### src/rtl/layer_norm_ctrl.sv
`default_nettype none
// ============================================================================
// Module   : layer_norm_ctrl
// Desc     : Command sequencer for a layer-norm datapath: one-shot config,
//            per-row beat streaming of source/gamma-beta reads, writeback.
// Revision : 1.0 - initial release
// ============================================================================
module layer_norm_ctrl #(
    parameter int BUS_NUM         = 8,
    parameter int DATA_NUM_WIDTH  = 10,
    parameter int SCALA_POS_WIDTH = 5,
    parameter int ROW_NUM_WIDTH   = 8,
    parameter int ADDR_WIDTH      = 12
) (
    input  logic                       clk,
    input  logic                       rst,
    input  logic                       cmd_vld,
    output logic                       cmd_rdy,
    input  logic [ROW_NUM_WIDTH-1:0]   cmd_row_num,
    input  logic [DATA_NUM_WIDTH-1:0]  cmd_data_num,
    input  logic [SCALA_POS_WIDTH-1:0] cmd_in_scale_pos,
    input  logic [SCALA_POS_WIDTH-1:0] cmd_out_scale_pos,
    input  logic [ADDR_WIDTH-1:0]      cmd_src_base,
    input  logic [ADDR_WIDTH-1:0]      cmd_dst_base,
    output logic [DATA_NUM_WIDTH-1:0]  ln_data_num,
    output logic                       ln_data_num_vld,
    output logic [SCALA_POS_WIDTH-1:0] ln_in_scale_pos,
    output logic                       ln_in_scale_pos_vld,
    output logic [SCALA_POS_WIDTH-1:0] ln_out_scale_pos,
    output logic                       ln_out_scale_pos_vld,
    output logic                       src_rd_en,
    output logic [ADDR_WIDTH-1:0]      src_rd_addr,
    output logic                       param_rd_en,
    output logic [ADDR_WIDTH-1:0]      param_rd_addr,
    output logic [BUS_NUM-1:0]         ln_in_vld,
    output logic [BUS_NUM-1:0]         ln_param_vld,
    input  logic [BUS_NUM-1:0]         ln_out_vld,
    input  logic                       ln_out_last,
    output logic                       dst_wr_en,
    output logic [ADDR_WIDTH-1:0]      dst_wr_addr,
    output logic                       busy,
    output logic                       done
);

    typedef enum logic [2:0] {
        ST_IDLE      = 3'd0,
        ST_CFG       = 3'd1,
        ST_STREAM    = 3'd2,
        ST_WAIT_LAST = 3'd3,
        ST_DONE      = 3'd4
    } state_t;

    state_t r_state;
    state_t w_state_next;

    logic [ROW_NUM_WIDTH-1:0]   r_row_num;
    logic [ROW_NUM_WIDTH-1:0]   r_row;
    logic [DATA_NUM_WIDTH-1:0]  r_data_num;
    logic [DATA_NUM_WIDTH-1:0]  r_beats;
    logic [DATA_NUM_WIDTH-1:0]  r_beat;
    logic [DATA_NUM_WIDTH-1:0]  r_ob;
    logic [SCALA_POS_WIDTH-1:0] r_in_sp;
    logic [SCALA_POS_WIDTH-1:0] r_out_sp;
    logic [ADDR_WIDTH-1:0]      r_src_base;
    logic [ADDR_WIDTH-1:0]      r_dst_base;
    logic [ADDR_WIDTH-1:0]      r_row_off;
    logic [BUS_NUM-1:0]         r_last_mask;
    logic [BUS_NUM-1:0]         r_lane_vld;

    logic                       w_accept;
    logic                       w_cfg;
    logic                       w_stream;
    logic                       w_last_beat;
    logic                       w_last_row;
    logic                       w_row_end;
    logic                       w_wr;
    logic [DATA_NUM_WIDTH-1:0]  w_cmd_beats;
    logic [31:0]                w_cmd_rem;
    logic [BUS_NUM-1:0]         w_cmd_mask;
    logic [BUS_NUM-1:0]         w_beat_mask;

    assign w_accept    = (r_state == ST_IDLE) && cmd_vld;
    assign w_cfg       = (r_state == ST_CFG);
    assign w_stream    = (r_state == ST_STREAM);
    assign w_last_beat = (r_beat == r_beats - DATA_NUM_WIDTH'(1));
    assign w_last_row  = (r_row == r_row_num - ROW_NUM_WIDTH'(1));
    assign w_row_end   = (r_state == ST_WAIT_LAST) && ln_out_last;
    assign w_wr        = ((r_state == ST_STREAM) || (r_state == ST_WAIT_LAST)) && (|ln_out_vld);

    // Beat count and final-beat lane mask are fixed per command, so derive once at accept.
    assign w_cmd_beats = DATA_NUM_WIDTH'((32'(cmd_data_num) + 32'(BUS_NUM) - 32'd1) / 32'(BUS_NUM));
    assign w_cmd_rem   = 32'(cmd_data_num) % 32'(BUS_NUM);

    always_comb begin
        w_cmd_mask = '0;
        for (int i = 0; i < BUS_NUM; i++) begin
            w_cmd_mask[i] = (w_cmd_rem == 32'd0) || (w_cmd_rem > i[31:0]);
        end
    end

    assign w_beat_mask = w_last_beat ? r_last_mask : '1;

    always_ff @(posedge clk or posedge rst) begin
        if (rst) begin
            r_state <= ST_IDLE;
        end else begin
            r_state <= w_state_next;
        end
    end

    always_comb begin
        w_state_next = r_state;
        case (r_state)
            ST_IDLE: begin
                if (w_accept) begin
                    w_state_next = ((cmd_row_num == '0) || (cmd_data_num == '0)) ? ST_DONE : ST_CFG;
                end
            end
            ST_CFG:       w_state_next = ST_STREAM;
            ST_STREAM:    if (w_last_beat) w_state_next = ST_WAIT_LAST;
            ST_WAIT_LAST: if (ln_out_last) w_state_next = w_last_row ? ST_DONE : ST_STREAM;
            ST_DONE:      w_state_next = ST_IDLE;
            default:      w_state_next = ST_IDLE;
        endcase
    end

    always_ff @(posedge clk or posedge rst) begin
        if (rst) begin
            r_row_num   <= '0;
            r_row       <= '0;
            r_data_num  <= '0;
            r_beats     <= '0;
            r_beat      <= '0;
            r_ob        <= '0;
            r_in_sp     <= '0;
            r_out_sp    <= '0;
            r_src_base  <= '0;
            r_dst_base  <= '0;
            r_row_off   <= '0;
            r_last_mask <= '0;
            r_lane_vld  <= '0;
        end else begin
            r_lane_vld <= w_stream ? w_beat_mask : '0;
            if (w_accept) begin
                r_row_num   <= cmd_row_num;
                r_data_num  <= cmd_data_num;
                r_in_sp     <= cmd_in_scale_pos;
                r_out_sp    <= cmd_out_scale_pos;
                r_src_base  <= cmd_src_base;
                r_dst_base  <= cmd_dst_base;
                r_beats     <= w_cmd_beats;
                r_last_mask <= w_cmd_mask;
                r_row       <= '0;
                r_row_off   <= '0;
                r_beat      <= '0;
                r_ob        <= '0;
            end else begin
                if (w_stream) begin
                    r_beat <= w_last_beat ? '0 : r_beat + DATA_NUM_WIDTH'(1);
                end
                // A write in the row-ending cycle already used the old ob, so clearing wins.
                if (w_row_end && !w_last_row) begin
                    r_row     <= r_row + ROW_NUM_WIDTH'(1);
                    r_row_off <= r_row_off + ADDR_WIDTH'(r_beats);
                    r_ob      <= '0;
                end else if (w_wr) begin
                    r_ob <= r_ob + DATA_NUM_WIDTH'(1);
                end
            end
        end
    end

    assign cmd_rdy              = (r_state == ST_IDLE);
    assign busy                 = (r_state != ST_IDLE);
    assign done                 = (r_state == ST_DONE);
    assign ln_data_num_vld      = w_cfg;
    assign ln_in_scale_pos_vld  = w_cfg;
    assign ln_out_scale_pos_vld = w_cfg;
    assign ln_data_num          = w_cfg ? r_data_num : '0;
    assign ln_in_scale_pos      = w_cfg ? r_in_sp : '0;
    assign ln_out_scale_pos     = w_cfg ? r_out_sp : '0;
    assign src_rd_en            = w_stream;
    assign param_rd_en          = w_stream;
    assign src_rd_addr          = r_src_base + r_row_off + ADDR_WIDTH'(r_beat);
    assign param_rd_addr        = ADDR_WIDTH'(r_beat);
    assign ln_in_vld            = r_lane_vld;
    assign ln_param_vld         = r_lane_vld;
    assign dst_wr_en            = w_wr;
    assign dst_wr_addr          = r_dst_base + r_row_off + ADDR_WIDTH'(r_ob);

endmodule
`default_nettype wire

### config.mk
export PLATFORM = sky130hd
export DESIGN_NAME = layer_norm_ctrl
export DESIGN_NICKNAME = d
export VERILOG_FILES = /design/src/rtl/layer_norm_ctrl.sv
export SDC_FILE = /design/constraint.sdc
export NUM_CORES = 1
export LEC_CHECK = 0
export ABC_CLOCK_PERIOD_IN_PS = 4800
export CORE_ASPECT_RATIO = 1.5
export CORE_UTILIZATION = 45
export DETAILED_ROUTE_END_ITERATION = 16
export GPL_ROUTABILITY_DRIVEN = 0
export GPL_TIMING_DRIVEN = 1
export PLACE_DENSITY = 0.77
export SLEW_MARGIN = 20
export SYNTH_ARGS = -nofsm -noshare
export SYNTH_HDL_FRONTEND = slang
export SYNTH_SLANG_ARGS = --single-unit
### constraint.sdc
create_clock -name clk -period 4.8 [get_ports clk]
set_clock_uncertainty 0.05 [all_clocks]
set_input_delay 0.48 -clock clk [delete_from_list [all_inputs] [get_ports clk]]
set_output_delay 0.48 -clock clk [all_outputs]
set_load 0.02 [all_outputs]
---- Yosys cells after proc, flatten, opt, wreduce, memory -nomap -nowiden ----
Index checks and enable logic that the tools add are counted.
word-level totals
  output and inout port bits .............. 81
  flip-flop bits (word level) ............. 121
  logic and storage cells ................. 89
  input port bits ......................... 64
cells by class
  reductions and logical operators ........ 25
  $add $sub $neg .......................... 12
  mux-type cells .......................... 21
  magnitude comparators ................... 8
  equality and inequality tests ........... 9
operators by type and width
  operator                                              count
  two-way mux 10 bit                                    7
  adder 12 x 10 -> 12 bit                               3
  zero test 32 bit                                      1
  two-way mux 8 bit                                     4
  adder 12 bit                                          2
  two-way mux 12 bit                                    2
  adder 10 x 1 -> 10 bit (second input constant)        2
  two-way mux 3 bit                                     5
  > comparator 3 bit (second input constant)            4
  case mux 3 bit (4 select lines)                       1
  subtractor 11 x 1 -> 12 bit (second input constant)   1
  adder 10 x 4 -> 11 bit (second input constant)        1
  equality test 10 bit                                  1
  zero test 10 bit                                      1
  logical OR 1 bit                                      10
  two-way mux 5 bit                                     2
  subtractor 10 x 1 -> 10 bit (second input constant)   1
  adder 8 x 1 -> 8 bit (second input constant)          1
  equality test 8 bit                                   1
  zero test 8 bit                                       1
  OR reduction 8 bit                                    1
  subtractor 8 x 1 -> 8 bit (second input constant)     1
  equality test 3 x 2 -> 1 bit (second input constant)  2
  > comparator 3 x 1 -> 1 bit (second input constant)   2
  11 further kinds                                      18

---- Longest topological paths before layout ----
  word-level depth ........................ 6
  depth in mapped cells ................... 12
  gate-level depth less buffers ........... 11

---- Least setup slack after synthesis ----
No wires, ideal clock.
  path type ............................... reg-to-output
  from .................................... reg r_beat[1]
  to ...................................... out src_rd_addr[11]
  setup slack ............................. 1146 ps
  buffers on the path ..................... 0
  required time ........................... 4270 ps
  arrival time ............................ 3124 ps
  stages on the path, launching flop included .. 10
  path through ............................ dfrtp_1 fa_1 ha_1 fa_1 a21o_1 a21oi_1 o21ai_0 or4_1 a2111o_1 o211ai_1
between the ends
  longest elaborated chain between the ends .. 1
RTL lines
  what                      line  RTL
  start: declaration        60    logic [DATA_NUM_WIDTH-1:0] r_beat;
  start signal: assignment  159   r_beat <= w_last_beat ? '0 : r_beat + DATA_NUM_WIDTH'(1);
  adder 12 x 10 -> 12 bit   184   assign src_rd_addr = r_src_base + r_row_off + ADDR_WIDTH'(r_beat);
  end: declaration          32    output logic [ADDR_WIDTH-1:0] src_rd_addr,
No other way between the ends.

---- Worst setup path after layout ----
  from .................................... reg r_ob[1]
  to ...................................... out dst_wr_addr[11]
between the ends
  longest elaborated chain between the ends .. 1
RTL lines
  what                      line  RTL
  start: declaration        61    logic [DATA_NUM_WIDTH-1:0] r_ob;
  start signal: assignment  167   r_ob <= r_ob + DATA_NUM_WIDTH'(1);
  adder 12 x 10 -> 12 bit   189   assign dst_wr_addr = r_dst_base + r_row_off + ADDR_WIDTH'(r_ob);
  end: declaration          40    output logic [ADDR_WIDTH-1:0] dst_wr_addr,
No other way between the ends.

==> load_flow_metrics.sql <==
INSERT INTO impl_metrics (metric_group, metric, value, unit) VALUES
('logic_synthesis', 'ys_seq_area_frac', '0.393', ''),
('hold_path', 'worstHoldPathType', 'reg2reg', ''),
('placement', 'detailed_placement_hpwl', '14100', 'µm'),
('global_route', 'grt_use_total', '0.231', ''),
('global_route', 'grt_max_degree', '67', ''),
('floorplanning', 'floorplan.die.height', '161', 'µm'),
('floorplanning', 'ios', '145', ''),
('logic_synthesis', 'synth_top_flop_cell', 'sky130_fd_sc_hd__dfrtp_1', ''),
('finish', 'final.fill_count', '1429', ''),
('logic_synthesis', 'synth_top_cells_by_count', 'sky130_fd_sc_hd__nand2_1, sky130_fd_sc_hd__dfrtp_1, sky130_fd_sc_hd__nor2_1', ''),
('critical_path', 'worst-endpoint-arrival', '4060', 'ps'),
('finish', 'fraction_of_final_layout_cells_sized_beyond_drive_strength_1', '0.0787', ''),
('clock_tree', 'clk_transition_reported_paths', '60', 'ps'),
('logic_synthesis', 'synth-edff-count', '0', ''),
('sta', 'timing_hold_violations_final', '0', ''),
('finish', 'design.final.nets', '1087', ''),
('logic_synthesis', 'yosysMostFrequentCell', 'sky130_fd_sc_hd__nand2_1', ''),
('sta', 'max_slew_margin', '0.430', ''),
('critical_path', 'cp_cell_sequence', 'fa_1, ha_1, fa_1, a21o_1, a21oi_2, o21ai_0, or4_1, a2111o_1, o211ai_1, clkdlybuf4s50_1', ''),
('floorplanning', 'die_x', '108', 'µm'),
('floorplanning', 'fp.coreArea', '0.0163', 'mm²'),
('logic_synthesis', 'synth.ff_latch_count', '119', ''),
('finish', 'area_growth_from_synthesis_to_layout', '27.9', '%'),
('logic_synthesis', 'synthDominantCellAreaShare', '0.393', ''),
('clock_tree', 'number_of_buffers_on_the_longest_clock_path', '2', ''),
('floorplanning', 'initial_utilization', '0.464', ''),
('finish', 'fin_cells', '1184', ''),
('clock_tree', 'clock_net_sink_count', '119', ''),
('power_and_ir_drop', 'vdd_drop_max', '0.00119', 'V'),
('placement', 'dpl.cell_count', '1152', ''),
('critical_path', 'worst_path_most_repeated_cell', 'sky130_fd_sc_hd__fa_1', ''),
('global_route', 'wire_length_of_the_first_global_routing_pass', '31100', 'µm'),
('clock_tree', 'cts_made_buffers', '17', ''),
('critical_path', 'worst_path_required', '4270', 'ps'),
('job', 'cap_viol_max_count', '0', ''),
('logic_synthesis', 'synthDominantAreaCellType', 'sky130_fd_sc_hd__dfrtp_1', ''),
('clock_tree', 'tritoncts_clock_tree', 'yes', ''),
('power_and_ir_drop', 'power_density', '899', 'mW/mm²'),
('critical_path', 'timing_worst_setup_path_type', 'reg2out', ''),
('clock_tree', 'clock_tree.root_cell', 'sky130_fd_sc_hd__clkbuf_16', ''),
('global_route', 'grt_overflow', '0', ''),
('logic_synthesis', 'synth_area', '0.00759', 'mm²'),
('sta', 'maxSlewViolCount', '0', ''),
('detailed_routing', 'detail_route.vias_per_cell', '5.37', ''),
('sta', 'timing.fmax', '218', 'MHz'),
('clock_tree', 'number_of_buffers_inserted_for_hold_repair_after_clock_tree_synthesis', '0', ''),
('critical_path', 'crit_path_max_fanout', '4', ''),
('logic_synthesis', 'syn-instance-count', '837', ''),
('status', 'status', 'complete, no violations', ''),
('critical_path', 'endpoint_kind', 'output pin', ''),
('finish', 'antenna-diode-count', '0', ''),
('sta', 'final.min_clock_period', '4590', 'ps'),
('sta', 'setup_viol', '0', ''),
('clock_tree', 'post_cts_setup_buffers', '0', ''),
('critical_path', 'cpPeakStageDelay', '620', 'ps'),
('power_and_ir_drop', 'power.leakage', '4.53', 'nW'),
('global_route', 'first_global_vias', '6408', ''),
('global_route', 'grt_antenna_before_repair', '0', ''),
('critical_path', 'cp-start-kind', 'flip-flop', ''),
('detailed_routing', 'detail_route.iter0.violations', '285', ''),
('detailed_routing', 'antenna_left', '0', ''),
('sta', 'grt_setup_unrepaired', 'false', ''),
('critical_path', 'crit_path_top_delay_cell', 'sky130_fd_sc_hd__clkdlybuf4s50_1', ''),
('sta', 'tightest_slew', '852', 'ps'),
('logic_synthesis', 'post_synth.cell_area_avg', '9.06', 'µm²'),
('logic_synthesis', 'ys_warn_count', '0', ''),
('detailed_routing', 'wirelength', '19000', 'µm'),
('floorplanning', 'die_area', '0.0174', 'mm²'),
('sta', 'layout_worst_path_cycle_share', '0.956', ''),
('sta', 'aggregate_negative_setup_slack', '0', 'ps'),
('logic_synthesis', 'netlist_top_cells_area', 'sky130_fd_sc_hd__dfrtp_1, sky130_fd_sc_hd__nand2_1, sky130_fd_sc_hd__fa_1', '');
-- worst paths after layout --
kind | from | endpoint | slack (ps) | cells after the start
max | r_ob[1] | dst_wr_addr[11] | 210 | 10
min | r_in_sp[3] | r_in_sp[3] | 420 | 2
max reg2reg | r_row_num[0] | r_row_off[0] | 1650 | 6
min reg2reg | r_in_sp[3] | r_in_sp[3] | 420 | 2
max in group asynchronous | rst | r_row_off[1] | 3250 | 3
min in group asynchronous | rst | r_beats[1] | 530 | 2
-- metal layers --
layer  vias to the layer above  share of wire  GRT usage  routed length [µm]
met1                      3075           0.40      0.260                7600
li1                       3095              -          -                   -
met5                         -              0          0                   0
met3                        40          0.036     0.0416                 682
met2                       147           0.54      0.420               10200
met4                         0          0.029     0.0990                 555
-- layout make-up --
type | instances | area (µm²) | area share
multi-input combinational | 653 | 4320 | 0.445
clock inverter | 14 | 126 | 0.0130
clock buffer | 18 | 439 | 0.0453
inverter | 22 | 85.1 | 0.00877
tap | 206 | 258 | 0.0266
timing repair buffer | 152 | 1500 | 0.154
sequential | 119 | 2980 | 0.307
-- timing repair --
action | 4_1_cts | 5_1_grt
gates resized for setup | 0 | 3
endpoints found under the setup margin | 0 | 2
endpoints found under the hold margin | 0 | 0
-- report_power, final --
group	leakage (nW)	total, mW	switching [mW]	internal [mW]
registers	1.50	1.88	0.461	1.42
clock network	0.265	1.21	0.484	0.727
logic	2.76	5.63	3.00	2.63
-- flip-flops by register name (all words and copies together), names as in the netlist --
name / cells
r_beat: 10
r_last_mask: 8
r_out_sp: 5
r_row_num: 8
r_beats: 8
r_ob: 10
ln_in_vld: 8
r_in_sp: 5
r_data_num: 10
r_row_off: 12
r_row: 8
r_state: 3
r_dst_base: 12
r_src_base: 12
-- cells by family after synthesis --
| kind of cell | synth area share |
|---|---|
| buffers and inverters | 0.0404 |
| adder cells (fa/ha/maj) | 0.118 |
| AND/OR/NAND/NOR | 0.252 |
| other | 0.000494 |
| flip-flops | 0.393 |
| AO/OA/AOI/OAI | 0.0983 |
| multiplexers | 0.0241 |
| XOR/XNOR | 0.0739 |
-- stage by stage --
step                      hold WS, ps  setup slack (ps)  area, µm²  total power [mW]   util
final                             417               210       9700              8.72  0.594
after CTS                         420              66.0       9700              8.78  0.594
after global placement            399               603       9130              7.38  0.559
after floorplan                   385              1110       7590              5.47      -
after global routing              443              64.8       9700              9.37  0.594
after detailed placement          403               532       9130              7.52  0.559
-- critical path, delay by kind of cell, from the launching register on --
family | cells | cell delay (ps)
compound gates | 5 | 1010
simple gates | 1 | 460
flops | 1 | 420
fa+ha+maj | 3 | 1140
buf+inv | 1 | 620
-- placed cells by master, fill, tap and decap left out, drive strengths merged, types with 14 or more instances in the layout --
cell,count
nand3,17
dfrtp,119
a21o,14
xor2,27
a21oi,19
ha,35
nor2,49
mux2i,16
clkbuf,18
xnor2,37
clkdlybuf4s50,141
and2,28
nor3,23
fa,23
inv,25
o21ai,32
nand2,208
(Power assumes the default switching activity.)
==> RTL change 1 (config.mk and constraints unchanged) <==
The parameter `SCALA_POS_WIDTH` goes from 5 to 6.
--- a/src/rtl/layer_norm_ctrl.sv
+++ b/src/rtl/layer_norm_ctrl.sv
@@ -10,3 +10,3 @@
     parameter int DATA_NUM_WIDTH  = 10,
-    parameter int SCALA_POS_WIDTH = 5,
+    parameter int SCALA_POS_WIDTH = 6,
     parameter int ROW_NUM_WIDTH   = 8,
Ports: changed (resized cmd_in_scale_pos, cmd_out_scale_pos, ln_in_scale_pos and ln_out_scale_pos); port bits go from 145 to 149. No check against the original RTL was run, so the function may have changed too.
==> RTL change 1 against the original RTL <==
Synthesized area down 0.63%; design area hardly changed; wire length decreased by 1.8%; highest routed layer unchanged; die area decreased by 0.62%; sequential cell count up 2; setup slack gained 0.058 ns; global-route usage is 0.12 points lower; register-to-register slack gained 0.18 ns.
Power is not compared: it rests on default switching activity, and its combinational part moved more than twofold at a synthesized area within 25%.
==> RTL change 1: results (changes against the original RTL) <==
.. list-table::
   :header-rows: 1

   * - Metric
     - Value
   * - Worst path slowest cell
     - a2111oi_0 (was clkdlybuf4s50_1)
   * - Worst-skew pair later-pin latency
     - 0.43 ns (was 0.41 ns)
   * - R2r setup slk
     - 1.83 ns (was 1.65 ns)
   * - Number of buffers inserted during clock tree synthesis
     - 17 (unchanged)
   * - Pre-CTS setup slack
     - 0.597 ns (was 0.532 ns)
   * - Class of the most critical hold timing path
     - reg -> reg (unchanged)
   * - R2r worst-path depth
     - 10 (was 6)
   * - Post-synthesis cell type count
     - 54 (was 65)
   * - Number of cells on the worst hold path
     - 2 (unchanged)
   * - GR met1 Demand/Resource
     - 26.8% (was 26.0%)
   * - Met2 Use GR
     - 40.5% (was 42.0%)
   * - WP data arrival
     - 4.00 ns (was 4.06 ns)
   * - Slew at the pin closest to its max-slew limit
     - 0.861 ns (was 0.852 ns)
   * - Global-route met3 utilization
     - 5.03% (was 4.16%)
   * - Number of cells after detailed placement
     - 1167 (was 1152)
   * - Share of cells above drive strength 1
     - 5.14% (was 7.87%)
   * - 1st-pass router iterations
     - 4 (unchanged)
   * - Routed length per placed instance
     - 15.6 µm (was 16.1 µm)
   * - Dominant cells by area after synthesis
     - dfrtp_1, nand2_1, fa_1, ha_1, xnor2_1 (unchanged)
   * - Number of violations of the max-capacitance limit
     - 0 (unchanged)
   * - Wire length of the first global-routing pass
     - 30.9 mm (was 31.1 mm)
   * - Status
     - complete, no violations (unchanged)
   * - CTS resizes
     - 0 (unchanged)
   * - Mean number of vias per cell
     - 5.27 (was 5.37)
   * - Number of DRC markers after the initial detailed-route iteration
     - 258 (was 285)
   * - Most instantiated cells after synthesis
     - nand2_1, dfrtp_1, nor2_1 (unchanged)
   * - Number of post-CTS setup repair buffers
     - 0 (unchanged)
   * - Total placed instance area
     - 9070 µm² (was 9130 µm²)
   * - Vias
     - 6308 (was 6357)
   * - Clock input transition at the sequential cells of the worst setup and hold paths
     - 0.05 ns
   * - Post-Synthesis Cells
     - 856 (was 837)
   * - Total number of nets in the final design
     - 1104 (was 1087)
   * - Dpl hpwl
     - 13.5 mm (was 14.1 mm)
   * - Maximum number of pins on one net before global-route repair
     - 56 (was 67)
   * - Gr usage total
     - 23.0% (was 23.1%)
   * - Maximum buffer depth of the clock tree
     - 2 (unchanged)
   * - Leakage Power
     - 4.68 nW
   * - Fmax
     - 221 MHz (was 218 MHz)
   * - Top delay family on crit path
     - compound AO/OA/AOI/OAI gates (was adder cells)
   * - Port Buffers
     - 146 (was 142)
   * - Sequential element share of the synthesized area
     - 40.2% (was 39.3%)
   * - Fill cells
     - 1420 (was 1429)
-- RTL change 1: cell types whose count changed in the layout (fill, tap and decap cells not counted), sizes merged, moves of 7 or more --
cell   before  now
nand3      17   27
inv        25   34
nor2       49   56
o21ai      32   43
-- RTL change 1: metal layers --
layer | vias up | share of wire, %
li1 | 3093 | -
met1 | 3020 | 40
met2 | 165 | 53
met3 | 30 | 4.8
met4 | 0 | 2.4
met5 | - | 0
-- RTL change 1: area by class of cell --
type / instances / area [µm²] / share of cell area [%]
clock buffer: 24 / 492 / 5.06
clock inverter: 7 / 139 / 1.43
inverter: 34 / 130 / 1.34
multi-input combinational: 652 / 4140 / 42.7
sequential: 121 / 3030 / 31.2
tap: 206 / 258 / 2.65
timing repair buffer: 154 / 1520 / 15.7
-- RTL change 1: cells by family after synthesis --
logic type               count (synthesis)  synth area share [%]
buffers and inverters                   84                  5.13
XOR/XNOR                                61                  7.09
multiplexers                            14                  1.88
AO/OA/AOI/OAI                          119                  9.98
AND/OR/NAND/NOR                        398                  23.8
adder cells (fa/ha/maj)                 58                  11.9
flip-flops                             121                  40.2
other                                    1                0.0497
-- RTL change 1: report_power, final --
| part | switching [W] | internal (W) |
|---|---|---|
| logic | 0.00114 | 0.00104 |
| registers | 0.000240 | 0.00114 |
| clock network | 0.000444 | 0.000919 |
-- RTL change 1: worst register-to-register path, delay by kind of cell, from the launching register on --
family,cells,cell delay [ns]
compound gates,4,1.02
mux,2,0.44
buf+inv,2,0.43
flops,1,0.43
fa+ha+maj,1,0.35
simple gates,1,0.14
-- RTL change 1: worst paths after layout --
check,startpoint,to
max,r_row_off[2],dst_wr_addr[10]
min,r_in_sp[1],r_in_sp[1]
min reg2reg,r_in_sp[1],r_in_sp[1]
max in group asynchronous,rst,r_beat[8]
max reg2reg,r_row_num[0],r_row_off[11]
min in group asynchronous,rst,r_row_num[5]
-- RTL change 1: stage by stage --
| stage | hold slack, ns | util, % |
|---|---|---|
| final | 0.412 | 59.7 |
| after floorplan | 0.385 | - |
| after global routing | 0.441 | 59.7 |
| after detailed placement | 0.404 | 55.8 |
| after CTS | 0.417 | 59.7 |
| after global placement | 0.399 | 55.8 |
==> RTL change 2 (same settings) <==
Without the edit above. The 5 states of `state_t` get a one-hot encoding in 5 bits.
--- a/src/rtl/layer_norm_ctrl.sv
+++ b/src/rtl/layer_norm_ctrl.sv
@@ -44,8 +44,8 @@
 
-    typedef enum logic [2:0] {
-        ST_IDLE      = 3'd0,
-        ST_CFG       = 3'd1,
-        ST_STREAM    = 3'd2,
-        ST_WAIT_LAST = 3'd3,
-        ST_DONE      = 3'd4
+    typedef enum logic [4:0] {
+        ST_IDLE      = 5'b00001,
+        ST_CFG       = 5'b00010,
+        ST_STREAM    = 5'b00100,
+        ST_WAIT_LAST = 5'b01000,
+        ST_DONE      = 5'b10000
     } state_t;
Formal check against the unedited RTL: no difference found for any inputs over 4 cycles, from zero or initial values and one cycle with rst high; so few cycles prove little.
==> RTL change 2 against the original RTL <==
Synthesized area decreased by 0.28%; sequential cell count increased by 2; design area decreased by 0.10%; wire length decreased by 0.25%; largest cell class unchanged; highest routed layer unchanged; register-to-register slack improved by 0.33 ns; via count decreased by 2.9%; setup slack got worse by 0.035 ns; count of clock-buffer cells in the layout decreased by 1; maximum frequency decreased by 0.75%.
Power is not compared: it rests on default switching activity, and its combinational part moved more than twofold at a synthesized area within 25%.
==> RTL change 2: results (changes against the original RTL) <==
.. list-table::
   :header-rows: 1

   * - Metric
     - Value
   * - Status
     - complete, no violations (unchanged)
   * - Total placed instance area
     - 9080 µm² (was 9130 µm²)
   * - Dominant cells by area after synthesis
     - dfrtp_1, nand2_1, fa_1, ha_1, xnor2_1 (unchanged)
   * - Max transition margin
     - 39.2% (was 43.0%)
   * - Non-clock buffer area fraction after layout
     - 15.4% (about the same)
   * - Peak fanout along the critical path
     - 7 (was 4)
   * - Registers with the highest flip-flop counts
     - r_dst_base (12), r_row_off (12), r_src_base (12) (unchanged)
   * - Post-synthesis cell type count
     - 63 (was 65)
   * - Multiplexer fraction of the synthesized cell area
     - 0.943% (was 2.41%)
   * - Inverters
     - 31 (was 22)
   * - Vias
     - 6170 (was 6357)
   * - Dpl hpwl
     - 14.0 mm (was 14.1 mm)
   * - Launch instance of the worst min-delay path
     - r_in_sp[1] (was r_in_sp[3])
   * - Adder and majority gate portion of the synthesized area
     - 11.9% (was 11.8%)
   * - R2r worst-path depth
     - 9 (was 6)
   * - Seq area share
     - 31.2% (was 30.7%)
   * - Top delay family on crit path
     - compound AO/OA/AOI/OAI gates (was adder cells)
   * - Worst reg2reg path endpoint
     - r_beat[0] (was r_row_off[0])
   * - Fill cells
     - 1382 (was 1429)
   * - Share of the synthesized netlist area taken by xor and xnor gates
     - 8.80% (was 7.39%)
   * - Wire length of the first global-routing pass
     - 31.2 mm (was 31.1 mm)
   * - Endpoint, Worst Hold
     - r_in_sp[1] (was r_in_sp[3])
   * - Number of clock sinks seen by CTS
     - 121 (was 119)
   * - Via count of the first global-routing pass
     - 6454 (was 6408)
   * - R2r setup slk
     - 1.98 ns (was 1.65 ns)
   * - Worst hold slack across all endpoints
     - 0.414 ns (was 0.417 ns)
   * - Post-Syn Area per Cell
     - 9.18 µm² (was 9.06 µm²)
   * - Worst-skew pair later-pin latency
     - 0.43 ns (was 0.41 ns)
   * - Worst reg2reg path startpoint
     - r_beats[1] (was r_row_num[0])
   * - Gr usage total
     - 23.4% (was 23.1%)
   * - CTS resizes
     - 2 (was 0)
   * - Most instantiated cells after synthesis
     - nand2_1, dfrtp_1, nor2_1 (unchanged)
   * - Non-CTS buffers
     - 150 (was 152)
   * - Routed length per placed instance
     - 16.3 µm (was 16.1 µm)
   * - Area of the multi-input gates
     - 4190 µm² (was 4320 µm²)
   * - Multi-input combinational gate total
     - 624 (was 653)
   * - Fmax
     - 216 MHz (was 218 MHz)
   * - Maximum number of pins on one net before global-route repair
     - 64 (was 67)
   * - CP Capture Point
     - src_rd_addr[11] (was dst_wr_addr[11])
   * - WP data arrival
     - 4.09 ns (was 4.06 ns)
   * - Clock buffer and inverter area fraction after layout
     - 6.20% (was 5.83%)
   * - Pre-CTS setup slack
     - 0.415 ns (was 0.532 ns)
   * - Number of cells after detailed placement
     - 1132 (was 1152)
   * - Sequential element share of the synthesized area
     - 40.0% (was 39.3%)
   * - Mean number of vias per cell
     - 5.30 (was 5.37)
   * - Multi-input combinational area share
     - 43.2% (was 44.5%)
==> RTL change 2: cell types whose count changed in the layout (fill, tap and decap cells not counted), moves of 7 or more <==
cell,unedited run,this run
a21o_1,6,14
o21ai_0,32,17
o21ai_1,0,20
a21o_2,8,0
nor3_1,23,9
inv_1,21,29
mux2i_1,16,6
xor2_1,27,34
nand3_1,17,7
==> RTL change 2: routing by layer <==
layer / share of wire, % / routed length, µm / up-vias / GRT usage [%]
met5: 0 / 0 / - / 0
met4: 3.3 / 635 / 0 / 10.0
met3: 3.8 / 723 / 42 / 4.02
met2: 54 / 10200 / 159 / 42.9
met1: 39 / 7390 / 2978 / 26.2
li1: - / - / 2991 / -
==> RTL change 2: worst min-delay path, cell delays in order, from the launching register on <==
cell	delay, ns
dfrtp_1	0.34
nand2_1	0.05
nand2_1	0.05
==> RTL change 2: power breakdown <==
group / switching (W) / leakage [nW] / internal (W)
clock: 0.000532 / 0.299 / 0.000786
sequential: 0.000271 / 1.57 / 0.00131
combinational: 0.00111 / 2.71 / 0.000864
